===== config.mk =====
export PLATFORM = sky130hd
export DESIGN_NAME = filt_cici_mc_flat
export DESIGN_NICKNAME = d
export VERILOG_FILES = /design/src/rtl/filt_cici_mc_if.sv /design/src/rtl/filt_cici_mc.sv /design/src/flat_wrapper.sv
export SDC_FILE = /design/constraint.sdc
export NUM_CORES = 1
export LEC_CHECK = 0
export ABC_AREA = 1
export CAP_MARGIN = 10
export CORE_ASPECT_RATIO = 0.7
export CORE_MARGIN = 1
export CORE_UTILIZATION = 50
export CTS_CLUSTER_DIAMETER = 100
export DETAILED_ROUTE_END_ITERATION = 7
export DONT_BUFFER_PORTS = 1
export SLEW_MARGIN = 30
export SYNTH_ARGS = -nofsm -noshare
export SYNTH_HDL_FRONTEND = slang
export SYNTH_SLANG_ARGS = --single-unit

===== constraint.sdc =====
create_clock -name i_clk -period 6.75 [get_ports i_clk]
set_clock_uncertainty 0.05 [all_clocks]
set_input_delay 1.6875 -clock i_clk [delete_from_list [all_inputs] [get_ports i_clk]]
set_output_delay 1.6875 -clock i_clk [all_outputs]
set_load 0.005 [all_outputs]

===== src/rtl/filt_cici_mc_if.sv =====
// Frame handshake bundle for filt_cici_mc: input valid/ready/data and output valid/data.
interface filt_cici_mc_if #(
  parameter int unsigned gp_nr_channels = 2,
  parameter int unsigned gp_inp_width   = 8,
  parameter int unsigned gp_oup_width   = 20
);
  logic                                   i_valid;
  logic                                   o_ready;
  logic [gp_nr_channels*gp_inp_width-1:0] i_data;
  logic                                   o_valid;
  logic [gp_nr_channels*gp_oup_width-1:0] o_data;

  modport slave  (input  i_valid, i_data, output o_ready, o_valid, o_data);
  modport master (output i_valid, i_data, input  o_ready, o_valid, o_data);
endinterface


===== src/rtl/filt_cici_mc.sv =====
// Multi-channel CIC interpolator, run-time rate R = 2^k, single clock with phase sequencing.
// Optional output normalisation to unity DC gain: define FILT_CICI_MC_NORM_EN.
module filt_cici_mc #(
  parameter int unsigned gp_nr_channels   = 2,
  parameter int unsigned gp_order         = 3,
  parameter int unsigned gp_diff_delay    = 1,
  parameter int unsigned gp_max_rate_log2 = 4,
  parameter int unsigned gp_inp_width     = 8,
  parameter int unsigned gp_oup_width     = gp_inp_width + gp_order*(gp_max_rate_log2 + gp_diff_delay - 1)
) (
  input  logic                                i_clk,
  input  logic                                i_rst_an,
  input  logic                                i_ena,
  input  logic [$clog2(gp_max_rate_log2+1)-1:0] i_rate_log2,
  filt_cici_mc_if.slave                       bus
);
  localparam int unsigned LP_CH  = gp_nr_channels;
  localparam int unsigned LP_IW  = gp_inp_width;
  localparam int unsigned LP_OW  = gp_oup_width;
  localparam int unsigned LP_KW  = $clog2(gp_max_rate_log2+1);
  localparam int unsigned LP_PW  = gp_max_rate_log2;
  localparam logic [LP_KW-1:0] LP_KMAX = LP_KW'(gp_max_rate_log2);

  typedef logic signed [LP_OW-1:0] t_acc;
  typedef enum logic {S_IDLE, S_RUN} t_state;

  t_state            r_state, w_state_nxt;
  logic [LP_PW-1:0]  r_p, w_p_nxt;
  logic [LP_KW-1:0]  r_k, w_k_nxt, w_k_in;
  logic              r_ready, w_ready_nxt;
  logic              r_valid;
  logic [LP_CH*LP_OW-1:0] r_odata;
  logic              w_accept, w_last_ph, w_run;

  t_acc r_comb_dly  [LP_CH][gp_order][gp_diff_delay];
  t_acc r_stuff     [LP_CH];
  t_acc r_integ     [LP_CH][gp_order];
  t_acc w_comb_in   [LP_CH][gp_order];
  t_acc w_comb_out  [LP_CH];
  t_acc w_integ_nxt [LP_CH][gp_order];
  t_acc w_last      [LP_CH];

  function automatic logic [LP_PW-1:0] f_pmax(input logic [LP_KW-1:0] k);
    return LP_PW'((32'd1 << k) - 32'd1);
  endfunction

  assign w_accept  = i_ena & bus.i_valid & r_ready;
  assign w_last_ph = (r_p == f_pmax(r_k));
  assign w_run     = i_ena & (r_state == S_RUN);
  assign w_k_in    = ((i_rate_log2 == '0) || (i_rate_log2 > LP_KMAX)) ? LP_KMAX : i_rate_log2;

  // Frame sequencer: idle until a frame lands, then R phases per frame
  always_ff @(posedge i_clk or negedge i_rst_an) begin
    if (!i_rst_an) begin
      r_state <= S_IDLE;
      r_p     <= '0;
      r_k     <= LP_KMAX;
      r_ready <= 1'b1;
    end else begin
      r_state <= w_state_nxt;
      r_p     <= w_p_nxt;
      r_k     <= w_k_nxt;
      r_ready <= w_ready_nxt;
    end
  end

  always_comb begin
    w_state_nxt = r_state;
    w_p_nxt     = r_p;
    w_k_nxt     = r_k;
    if (i_ena) begin
      unique case (r_state)
        S_IDLE: begin
          if (w_accept) begin
            w_state_nxt = S_RUN;
            w_p_nxt     = '0;
            w_k_nxt     = w_k_in;
          end
        end
        S_RUN: begin
          if (w_last_ph) begin
            w_p_nxt = '0;
            if (!w_accept) w_state_nxt = S_IDLE;
          end else begin
            w_p_nxt = r_p + LP_PW'(1);
          end
        end
        default: w_state_nxt = S_IDLE;
      endcase
    end
    w_ready_nxt = (w_state_nxt == S_IDLE) || (w_p_nxt == f_pmax(w_k_nxt));
  end

  // Comb chain at input rate, evaluated on the incoming frame
  always_comb begin
    t_acc w_x;
    w_x = '0;
    for (int c = 0; c < LP_CH; c++) begin
      w_x = t_acc'($signed(bus.i_data[c*LP_IW +: LP_IW]));
      for (int j = 0; j < gp_order; j++) begin
        w_comb_in[c][j] = w_x;
        w_x = w_x - r_comb_dly[c][j][gp_diff_delay-1];
      end
      w_comb_out[c] = w_x;
    end
  end

`ifdef FILT_CICI_MC_NORM_EN
  int unsigned w_shift;
  assign w_shift = gp_order * (32'(r_k) + gp_diff_delay - 1) - 32'(r_k);
`endif

  // Integrator chain at output rate; zero-stuffed input except on phase 0
  always_comb begin
    t_acc w_a;
    w_a = '0;
    for (int c = 0; c < LP_CH; c++) begin
      w_a = (r_p == '0) ? r_stuff[c] : '0;
      for (int j = 0; j < gp_order; j++) begin
        w_a = w_a + r_integ[c][j];
        w_integ_nxt[c][j] = w_a;
      end
`ifdef FILT_CICI_MC_NORM_EN
      if (w_shift != 0) w_a = (w_a + (t_acc'(1) <<< (w_shift - 1))) >>> w_shift;
`endif
      w_last[c] = w_a;
    end
  end

  always_ff @(posedge i_clk or negedge i_rst_an) begin
    if (!i_rst_an) begin
      for (int c = 0; c < LP_CH; c++) begin
        r_stuff[c] <= '0;
        for (int j = 0; j < gp_order; j++) begin
          r_integ[c][j] <= '0;
          for (int d = 0; d < gp_diff_delay; d++) r_comb_dly[c][j][d] <= '0;
        end
      end
    end else begin
      if (w_accept) begin
        for (int c = 0; c < LP_CH; c++) begin
          r_stuff[c] <= w_comb_out[c];
          for (int j = 0; j < gp_order; j++) begin
            r_comb_dly[c][j][0] <= w_comb_in[c][j];
            for (int d = 1; d < gp_diff_delay; d++) r_comb_dly[c][j][d] <= r_comb_dly[c][j][d-1];
          end
        end
      end
      if (w_run) begin
        for (int c = 0; c < LP_CH; c++) begin
          for (int j = 0; j < gp_order; j++) r_integ[c][j] <= w_integ_nxt[c][j];
        end
      end
    end
  end

  // Output frame register; holds while disabled or idle
  always_ff @(posedge i_clk or negedge i_rst_an) begin
    if (!i_rst_an) begin
      r_valid <= 1'b0;
      r_odata <= '0;
    end else if (i_ena) begin
      r_valid <= (r_state == S_RUN);
      if (r_state == S_RUN) begin
        for (int c = 0; c < LP_CH; c++) r_odata[c*LP_OW +: LP_OW] <= w_last[c];
      end
    end
  end

  assign bus.o_ready = r_ready;
  assign bus.o_valid = r_valid;
  assign bus.o_data  = r_odata;
endmodule


===== src/flat_wrapper.sv =====
// flat-port wrapper written by rule: the top's interface ports become plain ports
module filt_cici_mc_flat 
#(
  parameter int unsigned gp_nr_channels   = 2,
  parameter int unsigned gp_order         = 3,
  parameter int unsigned gp_diff_delay    = 1,
  parameter int unsigned gp_max_rate_log2 = 4,
  parameter int unsigned gp_inp_width     = 8,
  parameter int unsigned gp_oup_width     = gp_inp_width + gp_order*(gp_max_rate_log2 + gp_diff_delay - 1)
)
  (i_clk, i_rst_an, i_ena, i_rate_log2, bus_i_valid, bus_i_data, bus_o_ready, bus_o_valid, bus_o_data);
  filt_cici_mc_if #(.gp_nr_channels(gp_nr_channels), .gp_inp_width(gp_inp_width), .gp_oup_width(gp_oup_width)) bus_i ();
  input  logic i_clk;
  input  logic i_rst_an;
  input  logic i_ena;
  input  logic [$clog2(gp_max_rate_log2+1)-1:0] i_rate_log2;
  input wire logic [$bits(bus_i.i_valid)-1:0] bus_i_valid;
  input wire logic [$bits(bus_i.i_data)-1:0] bus_i_data;
  output wire logic [$bits(bus_i.o_ready)-1:0] bus_o_ready;
  output wire logic [$bits(bus_i.o_valid)-1:0] bus_o_valid;
  output wire logic [$bits(bus_i.o_data)-1:0] bus_o_data;
  assign bus_i.i_valid = bus_i_valid;
  assign bus_i.i_data = bus_i_data;
  assign bus_o_ready = bus_i.o_ready;
  assign bus_o_valid = bus_i.o_valid;
  assign bus_o_data = bus_i.o_data;
  filt_cici_mc #(.gp_nr_channels(gp_nr_channels), .gp_order(gp_order), .gp_diff_delay(gp_diff_delay), .gp_max_rate_log2(gp_max_rate_log2), .gp_inp_width(gp_inp_width), .gp_oup_width(gp_oup_width)) u_core (.i_clk(i_clk), .i_rst_an(i_rst_an), .i_ena(i_ena), .i_rate_log2(i_rate_log2), .bus(bus_i));
endmodule

==> impl_metrics.toml <==
[die]
die_area_um2 = 39100
die_h_um = 166
initial_utilization_pct = 51.1
die_x_um = 236
num_rows = 59
io-pin-count = 65
core-area_um2 = 37400

[clock_tree]
clock_sinks = 244
clkLatencyLatePin_ns = 0.58
cts.path.max_buffers = 3
cts_inserted_buffers = 28
cts_hold_buf = 0
clk_pin_slew_ns = 0.06
cts-root-buf = "clkbuf_16"
tritoncts = "built"
cts_max_level = 1

[cells_and_area]
design_area_um2 = 20300
layout.nets = 2778
diodes = 0
layout_commonest_cell = "nand2_1"
syn_to_final_growth_pct = 6.06
n_fill_cell = 3638
layout_common_cells = "nand2_1, inv_1, dfrtp_1"
drive_gt1_share_pct = 4.13
post_layout_nonfiller_instances = 3053

[routing]
wl_per_cell_um = 14.6
routed_wl_um = 44700
drc = 0
antenna_left = 0
vias = 16100
drt-pass1-iter-count = 5
via_per_inst = 5.27
drt_iter0_markers = 1005

[timing]
period_share_pct = 92.3
finalHoldViolCount = 0
fmax_mhz = 160
tightest_slew_ns = 0.816
slew_viol_final = 0
report.final.setup_viol = 0
relSlewSlack_pct = 45.5
finalSetupTns_ns = 0
rsz0062_at_grt = "false"
period_minus_slack_ns = 6.23

[run_status]
outcome = "complete, no violations"

[synthesis]
ys_seq_area_share_pct = 31.9
synth_area_um2 = 19100
syn_avg_cell_area_um2 = 7.37
synth_fp_nets = 2832
yosysWarnings = 0
ys.flop_type = "dfrtp_1"
synth-async-reset-ratio_pct = 100
syn_inst = 2598
synth-seq-cells = 244
synthDistinctLibCells = 62
synth_edf_count = 0

[setup_path]
crit_path_start_kind = "register"
crit_arrival_ns = 6.63
end_kind = "register"
critPathMaxStageDelay_ns = 0.43
required_ns = 7.15
criticalPathCategory = "register to register"
critPathSlowestCell = "fa_1"
cp_max_fo = 10

[global_routing]
grt_pass1_vias = 15300
grt.total_usage_pct = 23.2
grt_pass1_wl_um = 75900
grt.overflow.total = 0
antenna_found_initial = 0
grt_max_degree = 245

[place]
gp_congestion = 0.905
place_area_um2 = 19300
dp_cells = 3002
hpwlAfterDp_um = 33300
numPortBuffers = 0

[hold_path]
worstHoldPathType = "register to register"

[flow_run]
maxCapViolCount = 0
[through the flow]
| stage | setup WS [ns] | hold WS [ns] | util, % |
|---|---|---|---|
| 2_1_floorplan | 0.911 | 0.399 | - |
| 3_3_place_gp | 0.462 | 0.418 | 51.6 |
| 3_5_place_dp | 0.344 | 0.416 | 51.6 |
| 4_1_cts | 0.560 | 0.432 | 54.2 |
| 5_1_grt | 0.0205 | 0.452 | 54.2 |
| 6_report | 0.519 | 0.431 | 54.2 |
[logic make-up after synthesis]
logic type / Yosys count / share of synthesized area, %
simple gates: 1062 / 23.0
compound gates: 510 / 14.7
buf+inv: 423 / 9.23
flops: 244 / 31.9
fa+ha+maj: 211 / 14.3
xor+xnor: 148 / 6.81
[repair_timing]
| action | 4_1_cts | 5_1_grt |
|---|---|---|
| endpoints found under the setup margin | 0 | 1 |
| setup buffers | 0 | 0 |
| gates resized for setup | 0 | 1 |
[Yosys cell counts (18+ instances only)]
cell	instances	area, um^2
xnor2_1	62	543
xor2_1	85	744
dfrtp_1	242	6060
buf_4	40	300
o21ai_0	220	1100
o21ai_1	20	100
nor3_1	18	90.1
nand2_1	725	2720
nor2_1	142	533
a21oi_1	178	891
inv_1	325	1220
nand3_1	97	485
nand4_1	31	194
ha_1	197	2460
clkbuf_1	44	165
[worst max-delay path, delay by kind of cell, from the launching register on]
kind	cells	cell delay, ns
adder cells (fa/ha/maj)	5	1.51
buffers and inverters	10	0.97
AND/OR/NAND/NOR	18	2.27
XOR/XNOR	2	0.38
flip-flops	1	0.41
AO/OA/AOI/OAI	4	0.51
[routing by layer]
layer  part of all wire, %  routed length (um)  global-route usage, %  vias up
met4                   1.4                 615                   3.98        0
met1                    53               23800                   35.7     7443
met3                   4.1                1830                   2.97       39
met5                     0                   0                      0        -
met2                    41               18500                   34.9      263
li1                      -                   -                      -     8355
[cell type report]
type	count	area, um^2	area share [%]
multi-input cells	1931	11300	55.6
repair buffers	10	91.3	0.450
well taps	488	611	3.01
clock inverters	10	166	0.820
flip-flops and latches	244	6110	30.1
clock buffers	41	800	3.94
inverters	329	1240	6.09
[sequential cells by signal (all words and copies together) (netlist names)]
name                flops
u_core.r_k              3
u_core.r_state          1
u_core.r_stuff         40
u_core.bus.o_data      40
u_core.r_p              4
u_core.r_comb_dly      74
u_core.bus.o_valid      1
u_core.r_integ         80
u_core.bus.o_ready      1
[final timing paths]
| kind | cells past startpoint | slack, ns | endpoint | start |
|---|---|---|---|---|
| max reg2reg | 39 | 0.52 | u_core.bus.o_data[19] | u_core.r_p[0] |
| min reg2reg | 2 | 0.43 | u_core.r_stuff[21] | u_core.r_stuff[21] |
| min | 2 | 0.43 | u_core.r_stuff[21] | u_core.r_stuff[21] |
| min in group asynchronous | 0 | 0.77 | u_core.bus.o_data[27] | i_rst_an |
| max in group asynchronous | 0 | 5.25 | u_core.r_integ[27] | i_rst_an |
| max | 39 | 0.52 | u_core.bus.o_data[19] | u_core.r_p[0] |
Power is not shown: default switching activity piles up to over one toggle a cycle in this logic, so the estimate is an artifact.
